[config.mk]
export PLATFORM = sky130hd
export DESIGN_NAME = uart_tx
export DESIGN_NICKNAME = d
export VERILOG_FILES = /design/src/rtl/uart_tx.sv
export SDC_FILE = /design/constraint.sdc
export NUM_CORES = 1
export LEC_CHECK = 0
export BUFFER_PORTS_ARGS = -buffer_cell sky130_fd_sc_hd__buf_2
export CAP_MARGIN = 25
export CORE_MARGIN = 1.5
export CORE_UTILIZATION = 45
export DETAILED_ROUTE_END_ITERATION = 8
export GPL_TIMING_DRIVEN = 0
export PLACE_DENSITY = 0.62
export SLEW_MARGIN = 20
export SYNTH_ARGS = -nofsm -noshare
export SYNTH_HDL_FRONTEND = slang
export SYNTH_SLANG_ARGS = --single-unit
export TNS_END_PERCENT = 5
[constraint.sdc]
create_clock -name clk -period 2.15 [get_ports clk]
set_input_delay 0.1075 -clock clk [delete_from_list [all_inputs] [get_ports clk]]
set_output_delay 0.1075 -clock clk [all_outputs]
set_load 0.01 [all_outputs]
[src/rtl/uart_tx.sv]
// UART transmitter with one-word holding buffer and 16x tick-driven framing.
// Optional even parity bit when UART_TX_PARITY_EN is defined.
module uart_tx #(
  parameter int DBIT    = 8,
  parameter int SB_TICK = 16
) (
  input  logic            clk,
  input  logic            reset,
  input  logic            s_tick,
  input  logic            wr_en,
  input  logic [DBIT-1:0] din,
  output logic            tx_full,
  output logic            tx_busy,
  output logic            tx_done_tick,
  output logic            tx
);

  localparam int NW = (DBIT > 1) ? $clog2(DBIT) : 1;
  localparam int SW = (SB_TICK > 16) ? $clog2(SB_TICK) : 4;
  localparam logic [SW-1:0] S_BIT_END  = SW'(15);
  localparam logic [SW-1:0] S_STOP_END = SW'(SB_TICK - 1);
  localparam logic [NW-1:0] N_LAST     = NW'(DBIT - 1);

  typedef enum logic [2:0] {
    IDLE,
    START,
    DATA,
`ifdef UART_TX_PARITY_EN
    PARITY,
`endif
    STOP
  } state_e;

  state_e          state_q, state_d;
  logic [SW-1:0]   s_q, s_d;
  logic [NW-1:0]   n_q, n_d;
  logic [DBIT-1:0] b_q, b_d;
  logic [DBIT-1:0] hold_q, hold_d;
  logic            full_q, full_d;
  logic            tx_q, tx_d;
  logic            busy_q;
  logic            done_q, done_d;
`ifdef UART_TX_PARITY_EN
  logic            par_q, par_d;
`endif

  always_comb begin
    state_d = state_q;
    s_d     = s_q;
    n_d     = n_q;
    b_d     = b_q;
    hold_d  = hold_q;
    full_d  = full_q;
    done_d  = 1'b0;
    tx_d    = 1'b1;
`ifdef UART_TX_PARITY_EN
    par_d   = par_q;
`endif
    case (state_q)
      IDLE: begin
        if (full_q) begin
          b_d     = hold_q;
          full_d  = 1'b0;
          s_d     = '0;
          state_d = START;
`ifdef UART_TX_PARITY_EN
          par_d   = ^hold_q;
`endif
        end
      end
      START: begin
        if (s_tick) begin
          if (s_q == S_BIT_END) begin
            s_d     = '0;
            n_d     = '0;
            state_d = DATA;
          end else begin
            s_d = s_q + SW'(1);
          end
        end
      end
      DATA: begin
        if (s_tick) begin
          if (s_q == S_BIT_END) begin
            s_d = '0;
            b_d = b_q >> 1;
            if (n_q == N_LAST) begin
`ifdef UART_TX_PARITY_EN
              state_d = PARITY;
`else
              state_d = STOP;
`endif
            end else begin
              n_d = n_q + NW'(1);
            end
          end else begin
            s_d = s_q + SW'(1);
          end
        end
      end
`ifdef UART_TX_PARITY_EN
      PARITY: begin
        if (s_tick) begin
          if (s_q == S_BIT_END) begin
            s_d     = '0;
            state_d = STOP;
          end else begin
            s_d = s_q + SW'(1);
          end
        end
      end
`endif
      STOP: begin
        if (s_tick) begin
          if (s_q == S_STOP_END) begin
            done_d  = 1'b1;
            state_d = IDLE;
          end else begin
            s_d = s_q + SW'(1);
          end
        end
      end
      default: state_d = IDLE;
    endcase

    // A drain needs full_q=1, so it can never collide with an accepted write
    if (wr_en && !full_q) begin
      hold_d = din;
      full_d = 1'b1;
    end

    // Line value follows the next state so tx switches with the transition
    unique case (1'b1)
      (state_d == START): tx_d = 1'b0;
      (state_d == DATA):  tx_d = b_d[0];
`ifdef UART_TX_PARITY_EN
      (state_d == PARITY): tx_d = par_d;
`endif
      default:            tx_d = 1'b1;
    endcase
  end

  always_ff @(posedge clk or posedge reset) begin
    if (reset) begin
      state_q <= IDLE;
      s_q     <= '0;
      n_q     <= '0;
      b_q     <= '0;
      hold_q  <= '0;
      full_q  <= 1'b0;
      tx_q    <= 1'b1;
      busy_q  <= 1'b0;
      done_q  <= 1'b0;
`ifdef UART_TX_PARITY_EN
      par_q   <= 1'b0;
`endif
    end else begin
      state_q <= state_d;
      s_q     <= s_d;
      n_q     <= n_d;
      b_q     <= b_d;
      hold_q  <= hold_d;
      full_q  <= full_d;
      tx_q    <= tx_d;
      busy_q  <= (state_d != IDLE);
      done_q  <= done_d;
`ifdef UART_TX_PARITY_EN
      par_q   <= par_d;
`endif
    end
  end

  assign tx           = tx_q;
  assign tx_full      = full_q;
  assign tx_busy      = busy_q;
  assign tx_done_tick = done_q;

endmodule

# --- Word level (Yosys, flattened, before mapping) ---
# Index checks and enable logic that the tools add are counted.
op_classes:
  add_sub_neg: 2
  eq_ne: 16
  n_mux: 31
  reduce_logical: 12
op_table:
  columns: ["operator", "count"]
  rows:
  - ["two-way mux 3 bit", 13]
  - ["two-way mux 8 bit", 3]
  - ["two-way mux 4 bit", 5]
  - ["inequality test 2 bit, second input constant", 8]
  - ["one-hot mux 8 bit (2 select lines)", 1]
  - ["one-hot mux 3 bit (4 select lines)", 1]
  - ["one-hot mux 4 bit (3 select lines)", 1]
  - ["equality test 3 x 2 -> 1 bit, second input constant", 3]
  - ["equality test 3 x 1 -> 1 bit, second input constant", 2]
  - ["one-hot mux 3 bit (2 select lines)", 1]
  - ["AND reduction 6 bit", 1]
  - ["nonzero test 2 bit", 3]
  - ["nonzero test 3 bit", 2]
  - ["two-way mux 1 bit", 5]
  - ["AND reduction 5 bit", 1]
  - ["adder 4 x 1 -> 4 bit, second input constant", 1]
  - ["equality test 4 bit, second input constant", 1]
  - ["AND reduction 4 bit", 1]
  - ["adder 3 x 1 -> 3 bit, second input constant", 1]
  - ["equality test 3 bit, second input constant", 1]
  - ["logical NOT 3 bit", 1]
  - ["inequality test 2 x 1 -> 1 bit, second input constant", 1]
  - ["one-hot mux 1 bit (2 select lines)", 1]
  - ["OR reduction 2 bit", 1]
  - ["other kinds (2)", 2]
totals:
  ff_bits: 30
  input_bits: 12
  output_inout_bits: 4
  elab_cells: 71

# --- Depth between registers and ports, before layout ---
# Gate-level depths: netlist of run 1.
logic_depth:
  ltp_word: 7
  mapped_depth: 6

# --- Worst setup path before layout of run 1 ---
# OpenSTA, ideal clock, no wires.
synth_timing:
  path_kind: "register to register"
  startpoint: "reg n_q[0]"
  endpoint: "reg n_q[0]"
  setup_ns: 0.125
  t_arrival_ns: 1.563
  slack_ns: 0.462
  stages_incl_launch_ff: 7
  synth_period_minus_slack_ns: 1.688
  path_cell_list: "dfrtp_1 > ha_1 > ha_1 > or3b_1 > a21oi_1 > nand2_1 > mux2_2"
synth_between:
  elab_chain_cells: 5
  elab_cells_between_ends: 8
synth_lines:
  columns: ["element", "line", "rtl"]
  rows:
  - ["from (decl)", "36", "logic [NW-1:0] n_q, n_d;"]
  - ["from (signal assigned)", "160", "n_q <= n_d;"]
  - ["adder 3 x 1 -> 3 bit", "94", "n_d = n_q + NW'(1);"]
  - ["two-way mux 3 bit", "87", "if (n_q == N_LAST) begin"]
  - ["two-way mux 3 bit", "84", "if (s_q == S_BIT_END) begin"]
  - ["two-way mux 3 bit", "83", "if (s_tick) begin"]
  - ["one-hot mux 3 bit (2 select lines)", "59", "case (state_q)"]
# Parallel ways exist; a longest one is shown, timed or not. The select of a mux whose other input is x is not followed.
# A chain may end at the register's enable or synchronous reset.

# --- Final worst setup path of run 1 ---
# Ends and elaborated chain as after synthesis.

==> results of run 1 <==
routing by layer:
metal	wire (um)	share of wire	up-vias
li1	-	-	499
met1	1170	0.43	490
met2	1320	0.49	25
met3	131	0.049	7
met4	68	0.025	0
met5	0	0	-
worst reg2reg max path, stage by stage (launching register included):
cell and delay (ps):
sky130_fd_sc_hd__dfrtp_1 390, sky130_fd_sc_hd__ha_1 200, sky130_fd_sc_hd__ha_1 230, sky130_fd_sc_hd__or3b_1 360
sky130_fd_sc_hd__a21oi_1 130, sky130_fd_sc_hd__nand2_1 100, sky130_fd_sc_hd__mux2_2 270
synth_stat cells (all sizes together) (2+ instances only):
library cell  count
dfrtp            29
mux2             10
a22oi             7
nor2              7
o2bb2ai           6
a22o              5
buf               5
ha                3
inv               3
nand2             3
nand2b            3
nor2b             3
a211o             2
and2              2
and3b             2
and4              2
clkbuf            2
nand4             2
nor3b             2
o21bai            2
sequential cells by signal, indices dropped and copies added (netlist names):
signal,flops
state_q,3
n_q,3
tx,1
tx_busy,1
s_q,4
b_q,8
hold_q,8
tx_full,1
tx_done_tick,1
final cells by class:
type | instances | area, um^2 | share of cell area
clock inverter | 2 | 10.0 | 0.00572
inverter | 3 | 11.3 | 0.00644
tap | 44 | 55.1 | 0.0315
timing repair buffer | 26 | 190 | 0.109
multi-input combinational | 78 | 643 | 0.368
sequential | 30 | 752 | 0.430
buffer | 7 | 50.0 | 0.0286
clock buffer | 5 | 37.5 | 0.0215
logic make-up after synthesis:
group | count (synthesis) | synth area share
mux | 10 | 0.0773
fa+ha+maj | 3 | 0.0258
flops | 30 | 0.516
compound gates | 30 | 0.181
other cells | 1 | 0.00257
buf+inv | 10 | 0.0421
xor+xnor | 1 | 0.00601
simple gates | 33 | 0.149
metrics by stage:
| step | area (um^2) | instances | hold slack, ps | worst slack, ps |
|---|---|---|---|---|
| 2_1_floorplan | 1460 | 118 | 198 | 462 |
| 3_5_place_dp | 1600 | 178 | 204 | 374 |
| 5_1_grt | 1750 | 195 | 157 | 228 |
| 4_1_cts | 1750 | 195 | 128 | 362 |
| 6_report | 1750 | 195 | 135 | 373 |
| 3_3_place_gp | 1590 | 177 | 324 | 387 |
power groups by stage:
stage / Clock [uW] / Sequential [uW] / Combinational (uW)
floorplan: 0 / 767 / 219
global placement: 0 / 781 / 271
detailed placement: 0 / 786 / 285
CTS: 322 / 774 / 301
global route: 341 / 792 / 334
finish: 305 / 774 / 295
repair_timing:
| item | in CTS | in global routing |
|---|---|---|
| resized for setup | 0 | 0 |
| hold buffers | 10 | 0 |
| hold endpoints to repair | 23 | 0 |
how the worst max path moves through the flow:
stage	slack, ps	endpoint	startpoint	cells past startpoint
finish	370	n_q[0]	n_q[0]	6
global route	230	n_q[0]	n_q[0]	6
CTS	360	b_q[7]	s_q[0]	6
detailed placement	370	b_q[7]	s_q[0]	6
global placement	390	b_q[7]	s_q[0]	6
floorplan	460	n_q[0]	n_q[0]	6
==> run_results.csv, run 1 <==
group,metric,value,unit
global_routing,met2_usage,0.314,
clock_tree,clk_transition_reported_paths,90,ps
floorplan,dieArea,0.00359,mm^2
sta,timing.slew.headroom,0.547,
yosys,yosysWarningCount,0,
placed_design,hpwlAfterDp,1.91,mm
yosys,syn_area,0.00146,mm^2
clock_tree,numClockSinks,30,
critical_path,cpLargestDelayFamily,"simple AND/OR/NAND/NOR gates",
power_and_ir_drop,power.switching_fraction,0.287,
power_and_ir_drop,power_density,785,mW/mm^2
finish,layout.nets,166,
yosys,synth_top_cells_by_area,"sky130_fd_sc_hd__dfrtp_1 50%, sky130_fd_sc_hd__mux2_1 4.6%, sky130_fd_sc_hd__o2bb2ai_1 3.6%, sky130_fd_sc_hd__a22oi_1 3.1%, sky130_fd_sc_hd__mux2_2 3.1%",
power_and_ir_drop,sequential_group_share_of_total_power,0.563,
drt,drt_drc_violations_left,0,
floorplan,core_area,0.00305,mm^2
finish,mostFrequentLayoutCells,"29 x sky130_fd_sc_hd__dfrtp_1, 16 x sky130_fd_sc_hd__buf_2, 10 x sky130_fd_sc_hd__dlygate4sd3_1",
drt,detail_route.wirelength,2.68,mm
clock_tree,post_cts.repair.setup_buffers,0,
drt,wire_per_inst,13.8,um
floorplan,die_width,59.9,um
drt,detailroute.via_count,1021,
critical_path,worst_r2r_path_depth,6,
power_and_ir_drop,leakage,0.000793,uW
global_routing,number_of_global_route_vias_before_repair,1053,
power_and_ir_drop,total_power,1370,uW
sta,final_min_period_over_clock_period,0.827,
hold_path,hp-start,"s_tick",
critical_path,regToRegEndpoint,"n_q[0]",
sta,rsz0062_at_grt,"no",
clock_tree,clock_insertion_delay_worst_skew,320,ps
floorplan,num_io_pins,16,
global_routing,pin_count_of_the_biggest_net_entering_global_routing,17,
yosys,synthesis.nets,133,
sta,maxSlewViolCount,0,
yosys,asyncSetResetFlopFracSynth,1.00,
finish,flow.area_growth_from_synthesis,20.1,%
critical_path,timing.critical_path.buf_inv,0,
critical_path,critical_path.startpoint_type,"flip-flop",
finish,antenna_cells,0,
hold_path,hold_crit_endpoint,"b_q[0]",
finish,layout-drive-gt1-share,0.272,
critical_path,crit_required,2360,ps
yosys,synth_top_area_frac,0.498,
critical_path,crit_top_cell,"sky130_fd_sc_hd__ha_1",
flow_run,max-cap-violations,0,
yosys,synth-seq-area-share,0.516,
drt,ant_nets,0,
critical_path,critical-path-slowest-cell,"sky130_fd_sc_hd__dfrtp_1",
global_routing,globalRouteMet1Util,0.229,
drt,vias_per_cell,5.24,
power_and_ir_drop,max-vdd-ir-drop,0.254,mV
yosys,avg_synthesized_cell_area,12.3,um^2
finish,final_util,0.573,
floorplan,core.rowCount,20,
global_routing,global_route_usage_sum,0.191,
placed_design,port_buffers,15,
power_and_ir_drop,comb_power_share,0.214,
clock_tree,clk_root_buf,"sky130_fd_sc_hd__clkbuf_4",
yosys,synth_flop_cell,"sky130_fd_sc_hd__dfrtp_1",
global_routing,grt_pass1_wl,4.93,mm
power_and_ir_drop,internal-power,980,uW
yosys,synth_edf_count,0,
yosys,ys_seq_elements,30,
global_routing,gr-max-usage-layer,"met2",
yosys,synthDistinctLibCells,44,
global_routing,globalRouteMet3Util,0.0584,
critical_path,cpPeakStageDelay,390,ps
sta,finalSetupViolations,0,
power_and_ir_drop,clock_power_share,0.222,
yosys,synth.largest_area_cell,"sky130_fd_sc_hd__dfrtp_1",
floorplan,die_y,59.9,um
placed_design,gpl.final_weighted_congestion,0.746,
status,run_status,"completed",
clock_tree,cts.path.max_buffers,2,
critical_path,cp.arrival,1990,ps
sta,final_min_period,1780,ps
clock_tree,cts_max_level,2,
hold_path,min_path_type,"in2reg",
sta,clock.fmax,563,MHz
global_routing,grt_antenna_before_repair,0,
hold_path,hold-path-cell-count,3,
clock_tree,cts_tree,"built",
critical_path,reg2reg_from,"n_q[0]",
critical_path,setup.worst_path.end_class,"flip-flop",
sta,skew,4.02,ps
global_routing,global_route.overflow_total,0,
critical_path,timing.critical_path.cells,"ha_1 > ha_1 > or3b_1 > a21oi_1 > nand2_1 > mux2_2",
drt,number_of_detailed_routing_iterations_run_before_antenna_repair,4,
yosys,syn_inst,118,
clock_tree,cts_buffers,5,
sta,finalHoldViolations,0,
sta,worst-slew-pin-transition,678,ps
critical_path,r2r_setup_slack,370,ps
critical_path,crit_type,"reg2reg",
finish,num-fill-cells,276,
drt,detailedRoute.firstIterationViolations,66,
floorplan,floorplan.initialDensity,0.477,
critical_path,timing.critical_path.fanout_max,4,
finish,mostFrequentLayoutCell,"sky130_fd_sc_hd__dfrtp_1",
power_and_ir_drop,p_sw,394,uW
sta,setup_total_negative_slack,0,ps
Power figures use the tool's default switching activity.
==> run 2, diff against run 1 <==
PLACE_DENSITY = 0.64   (was 0.62)
clock period = 1.45 ns   (was 2.15 ns; I/O delays follow)
==> run_results.csv, run 2 (synthesis results as in run 1) <==
group,metric,value,unit
placed_design,hpwlAfterDp,1.87,mm
sta,final_min_period,1700,ps
power_and_ir_drop,total_power,2500,uW
finish,flow.area_growth_from_synthesis,30.2,%
global_routing,grt_antenna_before_repair,0,
clock_tree,clk_root_buf,"sky130_fd_sc_hd__clkbuf_4",
hold_path,hold-path-cell-count,3,
hold_path,min_path_type,"in2reg",
critical_path,cp.arrival,1920,ps
clock_tree,clock_insertion_delay_worst_skew,330,ps
drt,number_of_detailed_routing_iterations_run_before_antenna_repair,4,
power_and_ir_drop,power_density,1320,mW/mm^2
placed_design,port_buffers,15,
drt,detailroute.via_count,1029,
power_and_ir_drop,leakage,0.000843,uW
drt,vias_per_cell,5.17,
finish,layout-drive-gt1-share,0.342,
finish,final_cell_area,0.00190,mm^2
clock_tree,numClockSinks,30,
critical_path,crit_required,1670,ps
sta,setup_slack,-245,ps
finish,num-fill-cells,253,
drt,detail_route.wirelength,2.86,mm
drt,ant_nets,0,
global_routing,global_route_usage_sum,0.187,
sta,rsz0062_at_grt,"yes",
placed_design,post_dp_cell_area,0.00160,mm^2
global_routing,number_of_global_route_vias_before_repair,1050,
global_routing,pin_count_of_the_biggest_net_entering_global_routing,31,
critical_path,critical_path.startpoint_type,"flip-flop",
clock_tree,cts_max_level,2,
floorplan,floorplan.initialDensity,0.477,
floorplan,core.rowCount,20,
power_and_ir_drop,max-vdd-ir-drop,0.727,mV
critical_path,setup.worst_path.end_class,"flip-flop",
finish,mostFrequentLayoutCell,"sky130_fd_sc_hd__dfrtp_1",
sta,finalHoldViolations,0,
finish,layout.nets,169,
floorplan,num_io_pins,16,
finish,antenna_cells,0,
critical_path,worst_r2r_path_depth,6,
drt,drt_drc_violations_left,0,
sta,skew,4.57,ps
sta,finalSetupViolations,16,
global_routing,grt_pass1_wl,4.86,mm
sta,clock.fmax,590,MHz
floorplan,die_width,59.9,um
drt,detailedRoute.firstIterationViolations,24,
sta,maxSlewViolCount,0,
sta,final_min_period_over_clock_period,1.17,
floorplan,core_area,0.00305,mm^2
clock_tree,cts_tree,"built",
global_routing,global_route.overflow_total,0,
critical_path,timing.critical_path.fanout_max,3,
finish,biggestRegsByFlops,"b_q (8), hold_q (8), s_q (4)",
drt,wire_per_inst,14.4,um
sta,worst-slew-pin-transition,641,ps
floorplan,die_y,59.9,um
sta,timing.slew.headroom,0.572,
clock_tree,clk_transition_reported_paths,100,ps
finish,mostFrequentLayoutCells,"29 x sky130_fd_sc_hd__dfrtp_1, 16 x sky130_fd_sc_hd__buf_2, 10 x sky130_fd_sc_hd__dlygate4sd3_1",
clock_tree,cts.path.max_buffers,2,
floorplan,dieArea,0.00359,mm^2
status,failed_checks,"setup timing",
status,run_status,"finished, violations left",
flow_run,max-cap-violations,0,
critical_path,crit_type,"reg2reg",
placed_design,gpl.final_weighted_congestion,0.777,
clock_tree,cts_buffers,5,
[run 2: through the flow]
stage          setup slack (ps)  cells  hold WS, ps  utilization  setup TNS [ps]
5_1_grt                    -303    199          113        0.621           -3460
6_report                   -245    199          106        0.621           -2160
3_3_place_gp               -247    177          287        0.525           -2930
4_1_cts                    -251    199          111        0.616           -2280
3_5_place_dp               -288    177          198        0.525           -3450
2_1_floorplan              -190    118          163            -           -1170
[run 2: final timing paths]
path | start | to | slack, ps
setup / recovery | n_q[1] | n_q[0] | -250
hold / removal | s_tick | b_q[0] | 110
setup reg to reg | n_q[1] | n_q[0] | -250
hold reg to reg | hold_q[7] | b_q[7] | 500
max in group asynchronous | reset | state_q[1] | 660
min in group asynchronous | reset | b_q[6] | 370
[run 2: cell type report]
class | count | area (um^2) | area share
clock inverter | 2 | 60.1 | 0.0317
timing repair buffer | 29 | 205 | 0.108
tap | 44 | 55.1 | 0.0290
buffer | 7 | 60.1 | 0.0317
sequential | 30 | 752 | 0.397
clock buffer | 6 | 51.3 | 0.0271
multi-input combinational | 78 | 701 | 0.370
inverter | 3 | 11.3 | 0.00594
[run 2: layer usage]
metal  vias up  wire, um  GRT usage  part of all wire
li1        511         -          -                 -
met1       504      1350      0.231              0.47
met2        12      1400      0.297              0.49
met3         2        83     0.0649             0.029
met4         0        19     0.0762            0.0066
met5         -         0          0                 0
[run 2: worst max-delay path, stage by stage, from the launching register on]
cell                      delay, ps
sky130_fd_sc_hd__dfrtp_1        410
sky130_fd_sc_hd__ha_2           190
sky130_fd_sc_hd__ha_4           160
sky130_fd_sc_hd__or3b_1         340
sky130_fd_sc_hd__a21oi_1        120
sky130_fd_sc_hd__nand2_1        100
sky130_fd_sc_hd__mux2_4         270
[run 2: repair_timing]
item	4_1_cts	5_1_grt
resized for setup	8	2
endpoints found under the setup margin	27	19
buffers inserted	4	0
endpoints found under the hold margin	38	0
hold buffers	10	0
pin swaps	6	3
[run 2: report_power, final]
group          total (uW)  switching, uW  leakage, uW  internal [uW]
Clock                 886            302    0.0000585            584
Sequential           1150            120     0.000374           1030
Combinational         462            199     0.000411            263
==> run 3, diff against run 2 <==
CAP_MARGIN = default   (was 25)
SKIP_LAST_GASP = 1   (was default)
==> run_results.csv, run 3 (synthesis results as in run 1) <==
group,metric,value,unit
global_routing,grt_pass1_wl,4.84,mm
critical_path,cp.arrival,1920,ps
drt,ant_nets,0,
finish,final_util,0.615,
power_and_ir_drop,leakage,0.000836,uW
drt,wire_per_inst,14.1,um
finish,flow.area_growth_from_synthesis,28.9,%
global_routing,global_route.overflow_total,0,
finish,mostFrequentLayoutCell,"sky130_fd_sc_hd__dfrtp_1",
global_routing,number_of_global_route_vias_before_repair,1040,
power_and_ir_drop,total_power,2490,uW
critical_path,cpLargestDelayFamily,"simple AND/OR/NAND/NOR gates",
clock_tree,cts_max_level,2,
clock_tree,clk_root_buf,"sky130_fd_sc_hd__clkbuf_4",
sta,worst-slew-pin-transition,635,ps
drt,vias_per_cell,5.13,
global_routing,pin_count_of_the_biggest_net_entering_global_routing,31,
placed_design,numPlacedInstances,177,
global_routing,global_route_usage_sum,0.186,
clock_tree,numClockSinks,30,
power_and_ir_drop,power_density,1330,mW/mm^2
floorplan,num_io_pins,16,
hold_path,hold_crit_endpoint,"b_q[0]",
critical_path,regToRegEndpoint,"n_q[0]",
critical_path,crit_required,1670,ps
finish,num-fill-cells,253,
drt,detailroute.via_count,1020,
critical_path,worst_r2r_path_depth,6,
sta,worst_hold_slack,107,ps
hold_path,min_path_type,"in2reg",
flow_run,max-cap-violations,0,
floorplan,floorplan.initialDensity,0.477,
status,failed_checks,"setup timing",
global_routing,grt_antenna_before_repair,0,
drt,detail_route.wirelength,2.81,mm
critical_path,timing.critical_path.fanout_max,10,
floorplan,core_area,0.00305,mm^2
floorplan,core.rowCount,20,
power_and_ir_drop,max-vdd-ir-drop,0.726,mV
clock_tree,cts_buffers,5,
critical_path,reg2reg_from,"s_q[0]",
finish,biggestRegsByFlops,"b_q (8), hold_q (8), s_q (4)",
clock_tree,cts.path.max_buffers,2,
sta,final_min_period_over_clock_period,1.17,
sta,finalSetupViolations,16,
finish,layout-drive-gt1-share,0.323,
critical_path,r2r_setup_slack,-250,ps
status,run_status,"finished, violations left",
critical_path,timing.critical_path.cells,"ha_4 > and4_1 > and2_1 > buf_4 > nor3b_2 > mux2_4",
finish,stdcell_count,199,
critical_path,setup.worst_path.end_class,"flip-flop",
clock_tree,clk_transition_reported_paths,100,ps
drt,detailedRoute.firstIterationViolations,21,
critical_path,cpPeakStageDelay,430,ps
critical_path,critical_path.startpoint_type,"flip-flop",
sta,maxSlewViolCount,0,
sta,rsz0062_at_grt,"yes",
hold_path,hold-path-cell-count,3,
clock_tree,clock_insertion_delay_worst_skew,330,ps
critical_path,critical-path-slowest-cell,"sky130_fd_sc_hd__dfrtp_1",
finish,mostFrequentLayoutCells,"29 x sky130_fd_sc_hd__dfrtp_1, 16 x sky130_fd_sc_hd__buf_2, 10 x sky130_fd_sc_hd__dlygate4sd3_1",
sta,setup_slack,-249,ps
hold_path,hp-start,"s_tick",
critical_path,timing.critical_path.buf_inv,1,
drt,drt_drc_violations_left,0,
sta,setup_total_negative_slack,-2460,ps
placed_design,hpwlAfterDp,1.87,mm
finish,layout.nets,169,
sta,clock.fmax,589,MHz
placed_design,gpl.final_weighted_congestion,0.777,
floorplan,die_width,59.9,um
finish,antenna_cells,0,
placed_design,port_buffers,15,
sta,finalHoldViolations,0,
sta,skew,4.87,ps
sta,timing.slew.headroom,0.576,
floorplan,die_y,59.9,um
drt,number_of_detailed_routing_iterations_run_before_antenna_repair,4,
floorplan,dieArea,0.00359,mm^2
critical_path,crit_type,"reg2reg",
clock_tree,cts_tree,"built",
sta,final_min_period,1700,ps
[run 3: tightest hold or removal path, stage by stage]
cell	delay [ps]
sky130_fd_sc_hd__buf_2	110
sky130_fd_sc_hd__nand4_1	100
sky130_fd_sc_hd__o211ai_2	110
[run 3: through the flow]
step	setup WS, ps	instance area, um^2
2_1_floorplan	-190	1470
3_3_place_gp	-247	1600
3_5_place_dp	-288	1600
4_1_cts	-252	1870
5_1_grt	-303	1880
6_report	-249	1880
[run 3: worst max path at each step]
stage,start,end,slack [ps],cells past startpoint
floorplan,n_q[1],n_q[0],-190,6
global placement,n_q[1],n_q[0],-250,6
detailed placement,n_q[1],n_q[0],-290,6
CTS,n_q[1],n_q[0],-250,6
global route,n_q[0],n_q[0],-300,6
finish,s_q[0],n_q[0],-250,6
[run 3: timing repair]
item,in CTS,in global routing
gates resized for setup,3,3
pin swaps,2,1
setup endpoints to repair,27,28
buffers inserted,4,0
hold endpoints to repair,38,0
hold buffers,10,0
[run 3: routing by layer]
metal	up-vias	wire length, um	track usage
met4	0	19	0.0762
met1	494	1310	0.234
met5	-	0	0
li1	512	-	-
met2	12	1380	0.292
met3	2	98	0.0649
[run 3: cell type report]
cell class	count	area [um^2]	area share
Timing Repair Buffer	29	205	0.109
Clock buffer	6	51.3	0.0273
Buffer	7	51.3	0.0273
Tap cell	44	55.1	0.0293
Inverter	3	11.3	0.00600
Clock inverter	2	60.1	0.0320
Sequential cell	30	752	0.401
Multi-Input combinational cell	78	691	0.368
[run 3: power by group]
| part | switching (uW) | internal, uW | total [uW] |
|---|---|---|---|
| Clock | 298 | 584 | 882 |
| Combinational | 197 | 263 | 460 |
| Sequential | 119 | 1030 | 1150 |
| Total | 614 | 1880 | 2490 |
